==> src/rtl/conv_sequencer.sv <==
// Address and control sequencer for a direct-form convolution layer: walks filters,
// output pixels and kernel taps, and drives image/kernel reads, MAC control and output writes.
module conv_sequencer #(
  parameter int IMG_W    = 28,
  parameter int IMG_H    = 28,
  parameter int K        = 5,
  parameter int NUM_FILT = 8,
  parameter int RD_LAT   = 1,
  parameter int IMG_AW   = 10,
  parameter int KERN_AW  = 8,
  parameter int OUT_AW   = 13
) (
  input  logic               clk,
  input  logic               reset,
  input  logic               start,
  input  logic               hold,
  output logic               busy,
  output logic               done,
  output logic [IMG_AW-1:0]  img_addr,
  output logic               img_re,
  output logic [KERN_AW-1:0] kern_addr,
  output logic               kern_re,
  output logic               mac_clr,
  output logic               mac_en,
  output logic [OUT_AW-1:0]  out_addr,
  output logic               out_we
);

  localparam int OUT_W = IMG_W - K + 1;
  localparam int OUT_H = IMG_H - K + 1;

  typedef enum logic [2:0] {IDLE, CLEAR, ACCUM, DRAIN, WRITE, DONE} state_t;

  state_t            state;
  logic [31:0]       f, r, c, kr, kc;
  logic [31:0]       drain_cnt;
  logic [RD_LAT-1:0] mac_pipe;
  logic              issue;

  // hold gates the read strobe in the same cycle; reads already issued keep flowing
  assign issue = (state == ACCUM) && !hold;

  always_ff @(posedge clk) begin
    if (reset) begin
      state     <= IDLE;
      f         <= '0;
      r         <= '0;
      c         <= '0;
      kr        <= '0;
      kc        <= '0;
      drain_cnt <= '0;
      mac_pipe  <= '0;
    end else begin
      mac_pipe <= RD_LAT'({mac_pipe, issue});
      case (state)
        IDLE: begin
          if (start) state <= CLEAR;
        end
        CLEAR: begin
          kr    <= '0;
          kc    <= '0;
          state <= ACCUM;
        end
        ACCUM: begin
          if (!hold) begin
            if (kc == K - 1) begin
              kc <= '0;
              if (kr == K - 1) begin
                drain_cnt <= '0;
                state     <= DRAIN;
              end else begin
                kr <= kr + 1;
              end
            end else begin
              kc <= kc + 1;
            end
          end
        end
        DRAIN: begin
          if (drain_cnt == RD_LAT - 1) state <= WRITE;
          else drain_cnt <= drain_cnt + 1;
        end
        WRITE: begin
          state <= CLEAR;
          if (c == OUT_W - 1) begin
            c <= '0;
            if (r == OUT_H - 1) begin
              r <= '0;
              if (f == NUM_FILT - 1) begin
                f     <= '0;
                state <= DONE;
              end else begin
                f <= f + 1;
              end
            end else begin
              r <= r + 1;
            end
          end else begin
            c <= c + 1;
          end
        end
        DONE: begin
          f     <= '0;
          r     <= '0;
          c     <= '0;
          kr    <= '0;
          kc    <= '0;
          state <= IDLE;
        end
        default: state <= IDLE;
      endcase
    end
  end

  assign busy    = (state != IDLE);
  assign done    = (state == DONE);
  assign mac_clr = (state == CLEAR);
  assign out_we  = (state == WRITE);
  assign img_re  = issue;
  assign kern_re = issue;
  assign mac_en  = mac_pipe[RD_LAT-1];

  // addresses read as zero outside the states that use them
  assign img_addr  = (state == ACCUM) ? IMG_AW'((r + kr) * IMG_W + c + kc) : '0;
  assign kern_addr = (state == ACCUM) ? KERN_AW'(f * (K * K) + kr * K + kc) : '0;
  assign out_addr  = (state == WRITE) ? OUT_AW'(f * (OUT_H * OUT_W) + r * OUT_W + c) : '0;

endmodule

==> config.mk <==
export PLATFORM = sky130hd
export DESIGN_NAME = conv_sequencer
export DESIGN_NICKNAME = d
export VERILOG_FILES = /design/src/rtl/conv_sequencer.sv
export SDC_FILE = /design/constraint.sdc
export NUM_CORES = 1
export LEC_CHECK = 0
export BUFFER_PORTS_ARGS = -buffer_cell sky130_fd_sc_hd__clkbuf_2
export CAP_MARGIN = 20
export CELL_PAD_IN_SITES_DETAIL_PLACEMENT = 1
export CELL_PAD_IN_SITES_GLOBAL_PLACEMENT = 2
export CORE_UTILIZATION = 35
export DETAILED_ROUTE_END_ITERATION = 8
export PLACE_DENSITY_LB_ADDON = 0.12
export SLEW_MARGIN = 20
export SYNTH_ARGS = -nofsm -noshare
export SYNTH_HDL_FRONTEND = slang
export SYNTH_SLANG_ARGS = --single-unit
==> constraint.sdc <==
create_clock -name clk -period 5.59 [get_ports clk]
set_clock_uncertainty 0.05 [all_clocks]
set_input_delay 0.8385 -clock clk [delete_from_list [all_inputs] [get_ports clk]]
set_output_delay 0.8385 -clock clk [all_outputs]
set_load 0.05 [all_outputs]
### Word level (Yosys, flattened, before mapping)

Index checks and enable logic that the tools add are counted.

| cells by class | value |
|---|---|
| add/subtract/negate cells | 13 |
| multiply operators | 5 |
| equal/unequal tests | 19 |
| mux-type cells | 33 |
| reductions and logical operators | 15 |

Operator list:

| operator | count |
|---|---|
| 32-bit two-way mux | 15 |
| 32-bit case mux with 2 select lines | 6 |
| 32-bit by 1-bit adder with 32-bit output, second input constant | 6 |
| 32-bit by 3-bit equality test with 1-bit output, second input constant | 3 |
| 32-bit by 5-bit equality test with 1-bit output, second input constant | 2 |
| 32-bit by 3-bit multiplier with 8-bit output, second input constant | 2 |
| 32-bit adder | 1 |
| 32-bit logical NOT | 1 |
| 32-bit by 2-bit multiplier with 10-bit output, second input constant | 1 |
| 32-bit by 4-bit multiplier with 7-bit output, second input constant | 1 |
| 32-bit by 5-bit multiplier with 8-bit output, second input constant | 1 |
| 13-bit adder | 2 |
| 3-bit two-way mux | 8 |
| 10-bit adder | 2 |
| 8-bit adder | 2 |
| 3-bit case mux with 5 select lines | 1 |
| 13-bit two-way mux | 1 |
| 10-bit two-way mux | 1 |
| 2-bit != test, second input constant | 5 |
| 5-bit AND reduction | 2 |
| 8-bit two-way mux | 1 |
| 2-bit by 1-bit != test with 1-bit output, second input constant | 4 |
| 3-bit by 2-bit equality test with 1-bit output, second input constant | 2 |
| 3-bit equality test, second input constant | 2 |
| 10 further kinds | 13 |

| word-level totals | value |
|---|---|
| register bits | 196 |

### Depth between registers and ports, before layout

Gate-level depths: netlist of run 1.

| depth | value |
|---|---|
| depth after elaboration | 5 |
| gate-level depth with buffers | 20 |
| depth with buffers taken out | 20 |

### Worst setup path before layout of run 1

No wires, ideal clock.

| timing | value |
|---|---|
| path type | flip-flop to output port |
| from | reg r[0] |
| to | out img_addr[9] |
| arrival time | 5010 ps |
| required time | 4702 ps |
| path slack | -309 ps |
| stages on the path, launching flop included | 17 |
| buffers on the path | 0 |
| cells stage by stage | dfxtp_1 ha_1 fa_1 xor2_1 fa_1 ha_1 inv_1 fa_1 inv_1 fa_1 ha_1 o21ai_0 a21oi_1 o41ai_1 xnor3_1 xor2_1 nor2_1 |

| on the way | value |
|---|---|
| cells in the longest elaborated chain, start to end | 5 |

RTL lines:

| what | RTL line | text |
|---|---|---|
| start, declared | 35 | `logic [31:0] f, r, c, kr, kc;` |
| start signal, assigned | 96 | `r <= r + 1;` |
| 32-bit adder | 124 | `assign img_addr = (state == ACCUM) ? IMG_AW'((r + kr) * IMG_W + c + kc) : '0;` |
| 32-bit by 3-bit multiplier with 8-bit output | 124 |  |
| 10-bit adder (2 in series) | 124 |  |
| 10-bit two-way mux | 124 |  |
| end, declared | 19 | `output logic [IMG_AW-1:0] img_addr,` |

Every way passes these cells.

### Final worst setup path of run 1

| timing | value |
|---|---|
| from | reg kr[0] |
| to | out img_addr[9] |

| on the way | value |
|---|---|
| cells in the longest elaborated chain, start to end | 5 |

RTL lines:

| what | RTL line | text |
|---|---|---|
| start, declared | 35 |  |
| start signal, assigned | 72 | `kr <= kr + 1;` |
| 32-bit adder | 124 |  |
| 32-bit by 3-bit multiplier with 8-bit output | 124 |  |
| 10-bit adder (2 in series) | 124 |  |
| 10-bit two-way mux | 124 |  |

Every way passes these cells.

==> results of run 1 <==
## where the power goes
group	switching (W)	total, W	internal (W)
sequential	0.0000125	0.00141	0.00140
clock	0.000593	0.00130	0.000708
combinational	0.0000875	0.000114	0.0000269
total	0.000692	0.00283	0.00213
## repair_timing
item | 4_1_cts | 5_1_grt
gates resized for setup | 38 | 5
pin swaps | 25 | 9
endpoints found under the setup margin | 3 | 4
buffers inserted | 1 | 1
## logic make-up (layout without fill, tap and decap cells)
| group | after synthesis | after routing | share of synthesized area [%] |
|---|---|---|---|
| multiplexers | 5 | 5 | 0.394 |
| adder cells (fa/ha/maj) | 128 | 128 | 14.4 |
| AND/OR/NAND/NOR | 700 | 700 | 28.3 |
| XOR/XNOR | 187 | 187 | 12.7 |
| buffers and inverters | 181 | 240 | 5.60 |
| flip-flops | 196 | 196 | 30.1 |
| AO/OA/AOI/OAI | 183 | 183 | 8.59 |
## state kept, by name, indices dropped and copies added (netlist names)
register	cells
r	32
kr	32
f	32
c	32
state	3
drain_cnt	32
mac_en	1
kc	32
## layout make-up
class | instances | share of cell area (%)
clock inverter | 11 | 1.03
clock buffer | 21 | 2.99
tap | 468 | 3.98
timing repair buffer | 79 | 3.55
sequential | 196 | 26.7
inverter | 129 | 3.29
multi-input combinational | 1203 | 58.5
## stage by stage
step	utilization (%)	setup TNS, ns	worst slack [ns]	cell area [µm²]
finish	40.2	-0.368	-0.368	14700
global route	40.2	-0.832	-0.567	14700
CTS	40.1	-0.381	-0.381	14700
detailed placement	37.9	-0.258	-0.258	13900
global placement	37.9	-0.204	-0.204	13900
floorplan	-	0	0.0451	13000
## worst reg2reg max path, cell delays in order, from the launching register on
cell	delay (ns)
dfxtp_1	0.53
and2b_1	0.55
nand2b_1	0.14
clkinv_1	0.24
nand3_1	0.37
o21ai_4	0.59
nand4_1	0.29
or3_1	0.40
a21oi_1	0.14
## layer usage
metal  routed length (µm)  vias to the layer above  global-route usage, %
met5                    0                        -                      0
met4                  599                        0                   6.15
met3                  677                       26                   2.64
met2                17800                       66                   34.8
met1                18000                     5410                   26.6
li1                     -                     5547                      -
## cells in the final DEF (no fill, tap or decap), drive strengths merged, types with 56 or more instances in the layout
cell type  count
a21oi         68
clkbuf        61
dfxtp        196
ha            92
inv          130
nand2        103
nand3         56
nand4         63
nor2         213
xnor2        106
xor2          80
## how the worst max path moves through the flow
stage          startpoint           to  cells past startpoint  slack, ns
2_1_floorplan        r[0]  img_addr[9]                     16       0.05
3_3_place_gp         r[0]  img_addr[9]                     21      -0.20
3_5_place_dp         r[0]  img_addr[9]                     22      -0.26
4_1_cts             kr[0]  img_addr[9]                     20      -0.38
5_1_grt             kr[0]  img_addr[9]                     18      -0.57
6_report            kr[0]  img_addr[9]                     18      -0.37
==> results.txt, run 1 <==
----------------------------------------------------
[Outcome]
  Result of the run ... finished, violations left
  Violated checks ... negative setup slack

[Yosys]
  Number of cells produced by synthesis ... 1,580
  Flops & latches, synth ... 196
  Cell area after synthesis ... 13,000 µm²
  Synth Area per Inst ... 8.25 µm²
  Count of yosys warnings during synthesis ... 0
  Ranking of synthesized cells by area ... dfxtp_1 30%, ha_1 8.8%, xnor2_1 7.1%, nor2_1 6.1%, fa_1 5.5%
  Cell with the most instances after synthesis ... nor2_1
  Area share of the largest cell type after synthesis ... 30.1%
  Most frequently used flop master after synthesis ... dfxtp_1
  Sequential share of the synthesized area ... 30.1%
  Synth Net Count ... 1,712
  Post-synth top area cell ... dfxtp_1
  Share of synthesized flip-flops with an asynchronous set or reset ... 0%
  Post-synth EDFFs ... 0
  Netlist cell types ... 73
  Cell types with the highest counts after synthesis ... 212 x nor2_1, 196 x dfxtp_1, 127 x inv_1

[Clock tree]
  Clock insertion delay at the later pin of the skew report ... 0.46 ns
  Max Buffers Root-to-Sink ... 2
  Num Clock Sinks ... 196
  Clock root cell ... clkbuf_16
  Number of levels in the clock H-tree ... 4
  Worst-path clk slew ... 0.08 ns
  Inserted Clock Buffers ... 17
  Clock tree from TritonCTS ... done
  Cts-stage hold buffer count ... 0

[Drt]
  Final wirelength ... 37,000 µm
  Average wire per standard cell ... 17.6 µm
  First-pass iteration count of the detailed router ... 4
  Via count ... 11,000
  DRT antenna net count ... 0
  Post-DR vias/cell ... 5.24
  Remaining DRCs ... 0
  Detailed Route Iter0 Violations ... 392

[Worst setup path]
  Worst Path Arrival ... 5.07 ns
  End of the worst register-to-register path ... f[22]
  Delay of the slowest cell on the worst path ... 0.59 ns
  CP Capture Type ... output port
  CP Max Fanout ... 2
  Chain of cells forming the critical path ... ha_4, fa_2, xor2_2, fa_1, ha_2, inv_2, fa_2, inv_1, fa_1, ha_4, o21ai_4, a21oi_2, o41ai_4, buf_4, xnor3_1, xor2_2, nor2_4, buf_12
  Number of cells traversed by the worst register-to-register path ... 8
  Type of the worst setup path ... flop to output port
  Slowest CP cell ... fa_1
  RR Startpoint ... state[1]
  Top cell family by delay on the critical path ... adder cells
  Crit path buffers/inverters ... 4
  Reg2reg setup slack ... 2.23 ns
  Crit start category ... flop
  Critical Path RT ... 4.70 ns

[GRT]
  Pin count of the biggest net entering global routing ... 35
  Number of antenna violations at the first check in global routing ... 0
  Total track usage ... 20.4%
  Global-route wire length before repair ... 61,600 µm
  Vias in the first global route ... 11,600
  Global route total overflow ... 0

[Power and ir drop]
  Peak supply drop ... 0.000204 V
  Pwr/cell area ... 192 nW/µm²
  Static leakage ... 5.86 nW
  Design Power ... 0.00283 W

[Hold path]
  Terminating pin of the worst hold path ... c[31]
  Number of cells on the worst hold path ... 2
  Hold Crit Start ... c[31]
  Min-Delay Path Class ... flop to flop

[STA]
  Count of final setup violators ... 1
  Worst Max-Slew Pin Slew ... 0.944 ns
  Final Hold Slack ... 0.446 ns
  Slew Limit Headroom ... 36.9%
  Final slew viol count ... 0
  Fraction of the cycle the final worst path needs ... 107%
  Unrepaired setup endpoints after global routing ... true
  Hold Vio Cnt, Final ... 0
  Shortest clock period the worst path allows after layout ... 5.96 ns
  Worst setup slack after layout ... -0.368 ns
  Highest Clock Rate ... 168 MHz

[Run]
  Max-cap check violation count ... 0

[Layout]
  Post-layout net count ... 1,758
  Area growth syn-to-layout ... 12.9%
  Sequential cell area ... 3930 µm²
  Post-route non-filler standard cell count ... 2,107
  Number of fillers in the final layout ... 4,386
  Layout cells sized above 1 ... 9.95%
  Area taken by multi-input logic gates ... 8600 µm²
  Antenna diode count ... 0

[Placement]
  Cell total after placement ... 2,074
  Number of buffers added on ports ... 41
  Estimated wirelength of the detail-placed design ... 27,800 µm
  GP Congestion ... 0.784

[Die]
  Number of top-level pins ... 42
  CORE AREA ... 36,600 µm²
  Die height ... 195 µm
  Chip Width ... 195 µm
  Overall die area ... 38,000 µm²
  Row count ... 70
  Starting Density ... 35.6%

----------------------------------------------------
(Power assumes the default switching activity.)
==> inputs of run 2 (changes only) <==
==> constraint.sdc (replaced) <==
create_clock -name clk -period 6.2 [get_ports clk]
set_clock_uncertainty 0.05 [all_clocks]
set_input_delay 0.93 -clock clk [delete_from_list [all_inputs] [get_ports clk]]
set_output_delay 0.93 -clock clk [all_outputs]
set_load 0.05 [all_outputs]
==> run 2 against run 1 <==
Net effect: the flow now finishes without violations; critical path type unchanged; die area unchanged; sequential power decreased by 9.9%; first-iteration DRC count decreased by 8.9%; routed wire length decreased by 0.25%; via count about the same; worst hold slack improved by 0.0072 ns; register-to-register slack improved by 0.50 ns; critical path depth increased by 3; global-route usage decreased by 0.18 points; utilization decreased by 0.44 points; clock power decreased by 8%; clock-buffer cell count decreased by 2.
==> results.txt, run 2 (synthesis gave the netlist of run 1 again) <==
----------------------------------------------------
[Outcome]
  Result of the run ... finished clean

[Die]
  CORE AREA ... 36,600 µm²
  Overall die area ... 38,000 µm²
  Row count ... 70
  Starting Density ... 35.6%
  Die height ... 195 µm
  Number of top-level pins ... 42
  Chip Width ... 195 µm

[Worst setup path]
  Top cell family by delay on the critical path ... adder cells
  Chain of cells forming the critical path ... ha_4, fa_2, xor2_4, fa_1, ha_2, inv_2, fa_2, inv_2, a21o_1, a21oi_2, xor2_2, fa_1, inv_2, ha_4, nor2_2, nor2_2, o41ai_4, xnor3_1, xor2_2, nor2_2, buf_12
  Crit start category ... flop
  Slowest CP cell ... fa_1
  Crit path depth ... 21
  Type of the worst setup path ... flop to output port
  Crit path buffers/inverters ... 4
  Number of cells traversed by the worst register-to-register path ... 8
  CP Max Fanout ... 3
  Critical Path RT ... 5.22 ns
  Worst Path Arrival ... 5.08 ns
  Delay of the slowest cell on the worst path ... 0.53 ns
  CP Capture Type ... output port

[Clock tree]
  Max Buffers Root-to-Sink ... 2
  Num Clock Sinks ... 196
  Clock root cell ... clkbuf_16
  Clock insertion delay at the later pin of the skew report ... 0.46 ns
  Clock tree from TritonCTS ... done
  Number of levels in the clock H-tree ... 4
  Worst-path clk slew ... 0.08 ns
  Inserted Clock Buffers ... 17

[Layout]
  Post-route non-filler standard cell count ... 2,092
  Most frequent cells in the layout ... 208 x nor2_1, 194 x dfxtp_1, 123 x inv_1, 103 x xnor2_1, 102 x nand2_1
  Antenna diode count ... 0
  Area growth syn-to-layout ... 11.6%
  Post-layout net count ... 1,743
  Most common library cell in the layout ignoring fill and taps ... nor2_1
  Layout cells sized above 1 ... 8.99%

[Run]
  Max-cap check violation count ... 0

[Drt]
  First-pass iteration count of the detailed router ... 4
  Post-DR vias/cell ... 5.29
  Remaining DRCs ... 0
  Average wire per standard cell ... 17.7 µm
  DRT antenna net count ... 0
  Final wirelength ... 36,900 µm
  Detailed Route Iter0 Violations ... 357
  Via count ... 11,100

[GRT]
  Vias in the first global route ... 11,500
  Global-route wire length before repair ... 61,100 µm
  Number of antenna violations at the first check in global routing ... 0
  Total track usage ... 20.2%
  Global route total overflow ... 0
  Pin count of the biggest net entering global routing ... 35

[Power and ir drop]
  Fraction of power spent switching nets ... 24.8%
  Clock share of power ... 46.4%
  Design internal power ... 0.00193 W
  Pwr/cell area ... 176 nW/µm²
  Static leakage ... 5.80 nW
  Power share of the sequential group ... 49.6%
  Peak supply drop ... 0.000168 V
  Net switching power ... 0.000637 W
  Logic pwr share ... 4.0%

[STA]
  Worst Max-Slew Pin Slew ... 1.06 ns
  Highest Clock Rate ... 165 MHz
  Shortest clock period the worst path allows after layout ... 6.06 ns
  Unrepaired setup endpoints after global routing ... true
  Hold Vio Cnt, Final ... 0
  Final slew viol count ... 0
  Slew Limit Headroom ... 29.2%
  Count of final setup violators ... 0
  Fraction of the cycle the final worst path needs ... 97.7%
  Final Hold Slack ... 0.453 ns

[Placement]
  GP Congestion ... 0.774
  Number of buffers added on ports ... 41
  Estimated wirelength of the detail-placed design ... 27,900 µm
  Cell total after placement ... 2,056

[Hold path]
  Min-Delay Path Class ... flop to flop
  Number of cells on the worst hold path ... 2

----------------------------------------------------
-- run 2: what timing repair did --
item | CTS | global route
resized for setup | 12 | 19
buffers inserted | 0 | 5
endpoints found under the setup margin | 1 | 1
hold buffers | 0 | 0
hold endpoints to repair | 0 | 0
pin swaps | 11 | 21
-- run 2: final timing paths --
path	startpoint	end	slack, ns
worst max-delay path	r[0]	img_addr[9]	0.14
worst min-delay path	kr[20]	kr[20]	0.45
worst max register to register	state[1]	f[22]	2.73
worst min register to register	kr[20]	kr[20]	0.45
-- run 2: power by group through the flow --
| stage | registers (W) | logic (W) | clock network, W |
|---|---|---|---|
| 5_1_grt | 0.00127 | 0.000115 | 0.00127 |
| 6_report | 0.00127 | 0.000104 | 0.00119 |
| 4_1_cts | 0.00127 | 0.000107 | 0.00123 |
| 2_1_floorplan | 0.00129 | 0.0000747 | 0 |
| 3_3_place_gp | 0.00130 | 0.000106 | 0 |
| 3_5_place_dp | 0.00130 | 0.000106 | 0 |
-- run 2: tightest hold or removal path: stages, from the launching register on --
cell,delay [ns]
dfxtp_1,0.33
o31ai_1,0.07
a21oi_1,0.05
-- run 2: metal layers --
metal,global-route usage [%],routed length (µm),up-vias
li1,-,-,5509
met1,27.0,18200,5460
met2,34.2,17600,71
met3,2.95,695,19
met4,4.67,399,0
met5,0,0,-
-- run 2: through the flow --
step | area [µm²] | setup TNS, ns | setup slack (ns) | total power [W] | utilization, %
after floorplan | 13000 | 0 | 0.210 | 0.00137 | -
after global placement | 13700 | 0 | 0.222 | 0.00141 | 37.5
after detailed placement | 13700 | 0 | 0.120 | 0.00141 | 37.5
after CTS | 14400 | 0 | 0.00573 | 0.00261 | 39.4
after global routing | 14600 | -0.0173 | -0.0173 | 0.00266 | 39.7
final | 14600 | 0 | 0.140 | 0.00257 | 39.7
-- run 2: final cells by class --
cell class                      count  area (µm²)
Fill cell                        4393       22100
Multi-Input combinational cell   1203        8560
Sequential cell                   196        3930
Tap cell                          468         586
Inverter                          129         484
Clock buffer                       19         433
Timing Repair Buffer               64         393
Clock inverter                     13         173
==> inputs of run 3 (changes only) <==
--- a/config.mk
+++ b/config.mk
@@ -12,6 +12,7 @@
 export CORE_UTILIZATION = 35
 export DETAILED_ROUTE_END_ITERATION = 8
 export PLACE_DENSITY_LB_ADDON = 0.12
+export RECOVER_POWER = 50
 export SLEW_MARGIN = 20
 export SYNTH_ARGS = -nofsm -noshare
 export SYNTH_HDL_FRONTEND = slang
==> run 3 against run 2 <==
Net effect: setup slack lost 0.0018 ns; global-route usage is the same; combinational power shrank 4%; worst hold slack gained 0.0011 ns; largest cell class unchanged; via count grew 0.15%; first-iteration DRC count shrank 0.84%; die area is the same.
==> results.txt, run 3 (synthesis gave the netlist of run 1 again) <==
----------------------------------------------------
[STA]
  Shortest clock period the worst path allows after layout ... 6.06 ns
  Hold Vio Cnt, Final ... 0
  Worst setup slack after layout ... 0.138 ns
  Final Hold Slack ... 0.454 ns
  Slew Limit Headroom ... 23.7%
  Highest Clock Rate ... 165 MHz
  Worst Max-Slew Pin Slew ... 1.14 ns
  Final slew viol count ... 0
  Fraction of the cycle the final worst path needs ... 97.8%
  Sum of negative setup slack ... 0 ns
  Unrepaired setup endpoints after global routing ... true
  Count of final setup violators ... 0

[Worst setup path]
  CP Max Fanout ... 3
  Chain of cells forming the critical path ... ha_4, fa_2, xor2_4, fa_1, ha_2, inv_2, fa_2, inv_2, a21o_1, a21oi_2, xor2_2, fa_1, inv_2, ha_4, nor2_2, nor2_2, o41ai_4, xnor3_1, xor2_2, nor2_2, buf_12
  Slowest CP cell ... fa_1
  Worst Path Arrival ... 5.08 ns
  Type of the worst setup path ... flop to output port
  Delay of the slowest cell on the worst path ... 0.53 ns
  CP Capture Type ... output port
  Crit path depth ... 21
  Number of cells traversed by the worst register-to-register path ... 9
  Crit path buffers/inverters ... 4
  Top cell family by delay on the critical path ... adder cells
  Critical Path RT ... 5.22 ns
  Crit start category ... flop

[Die]
  Die height ... 195 µm
  Starting Density ... 35.6%
  Chip Width ... 195 µm
  Row count ... 70
  Overall die area ... 38,000 µm²
  CORE AREA ... 36,600 µm²
  Number of top-level pins ... 42

[GRT]
  Global route total overflow ... 0
  Global-route wire length before repair ... 61,100 µm
  Number of antenna violations at the first check in global routing ... 0
  Pin count of the biggest net entering global routing ... 35
  Total track usage ... 20.2%
  Vias in the first global route ... 11,500

[Drt]
  Remaining DRCs ... 0
  Average wire per standard cell ... 17.7 µm
  Final wirelength ... 37,000 µm
  First-pass iteration count of the detailed router ... 4
  Detailed Route Iter0 Violations ... 354
  DRT antenna net count ... 0
  Via count ... 11,100
  Post-DR vias/cell ... 5.29

[Run]
  Max-cap check violation count ... 0

[Placement]
  GP Congestion ... 0.774
  Number of buffers added on ports ... 41
  Pre-CTS worst setup slack ... 0.120 ns
  Estimated wirelength of the detail-placed design ... 27,900 µm

[Clock tree]
  Clock root cell ... clkbuf_16
  Num Clock Sinks ... 196
  Inserted Clock Buffers ... 17
  Max Buffers Root-to-Sink ... 2
  Number of levels in the clock H-tree ... 4
  Clock insertion delay at the later pin of the skew report ... 0.46 ns
  Worst-path clk slew ... 0.08 ns
  Cts-stage hold buffer count ... 0
  Clock tree from TritonCTS ... done

[Layout]
  Layout cells sized above 1 ... 7.94%
  Post-layout net count ... 1,743
  Final core area utilization ... 39.5%
  Most frequent cells in the layout ... 208 x nor2_1, 194 x dfxtp_1, 124 x inv_1, 103 x nand2_1, 103 x xnor2_1
  Most common library cell in the layout ignoring fill and taps ... nor2_1
  Antenna diode count ... 0
  Area growth syn-to-layout ... 11.0%
  Number of fillers in the final layout ... 4,403

[Power and ir drop]
  Static leakage ... 5.76 nW
  Peak supply drop ... 0.000167 V
  Pwr/cell area ... 177 nW/µm²

[Outcome]
  Result of the run ... finished clean

[Hold path]
  Number of cells on the worst hold path ... 2
  Min-Delay Path Class ... flop to flop

----------------------------------------------------
-- run 3: cell type report --
type / instances / area (µm²) / share of cell area, %
flip-flops and latches: 196 / 3930 / 27.1
clock inverters: 13 / 173 / 1.19
inverters: 129 / 484 / 3.35
multi-input cells: 1203 / 8510 / 58.8
clock buffers: 19 / 433 / 2.99
repair buffers: 64 / 368 / 2.54
well taps: 468 / 586 / 4.05
-- run 3: timing repair --
item	4_1_cts	5_1_grt
pin swaps	11	21
buffers inserted	0	5
gates cloned	0	0
endpoints found under the setup margin	1	1
resized for setup	12	19
-- run 3: final timing paths --
path,start,end,slack (ns)
setup / recovery,r[0],img_addr[9],0.14
hold / removal,c[31],c[31],0.45
hold reg to reg,c[31],c[31],0.45
setup reg to reg,kc[0],kr[15],1.85
-- run 3: stage by stage --
stage / total power [W] / cell area, µm² / std cells
finish: 0.00256 / 14500 / 2092
global route: 0.00266 / 14500 / 2092
CTS: 0.00261 / 14400 / 2088
detailed placement: 0.00141 / 13700 / 2056
global placement: 0.00141 / 13700 / 2056
floorplan: 0.00137 / 13000 / 1580
-- run 3: routing by layer --
metal  vias to the layer above  routed length, µm  track usage, %
met5                         -                  0               0
met4                         0                425            4.67
met3                        22                626            2.95
met2                        69              17600            34.2
met1                      5472              18300            27.0
li1                       5513                  -               -
-- run 3: tightest hold or removal path, stage by stage, from the launching register on --
cell     delay, ns
dfxtp_1       0.33
o21ai_0       0.07
a21oi_1       0.06
-- run 3: where the power goes --
group	internal, W	total [W]	switching (W)
clock network	0.000643	0.00119	0.000549
logic	0.0000215	0.0000996	0.0000781
registers	0.00126	0.00127	0.0000114
total	0.00193	0.00256	0.000638
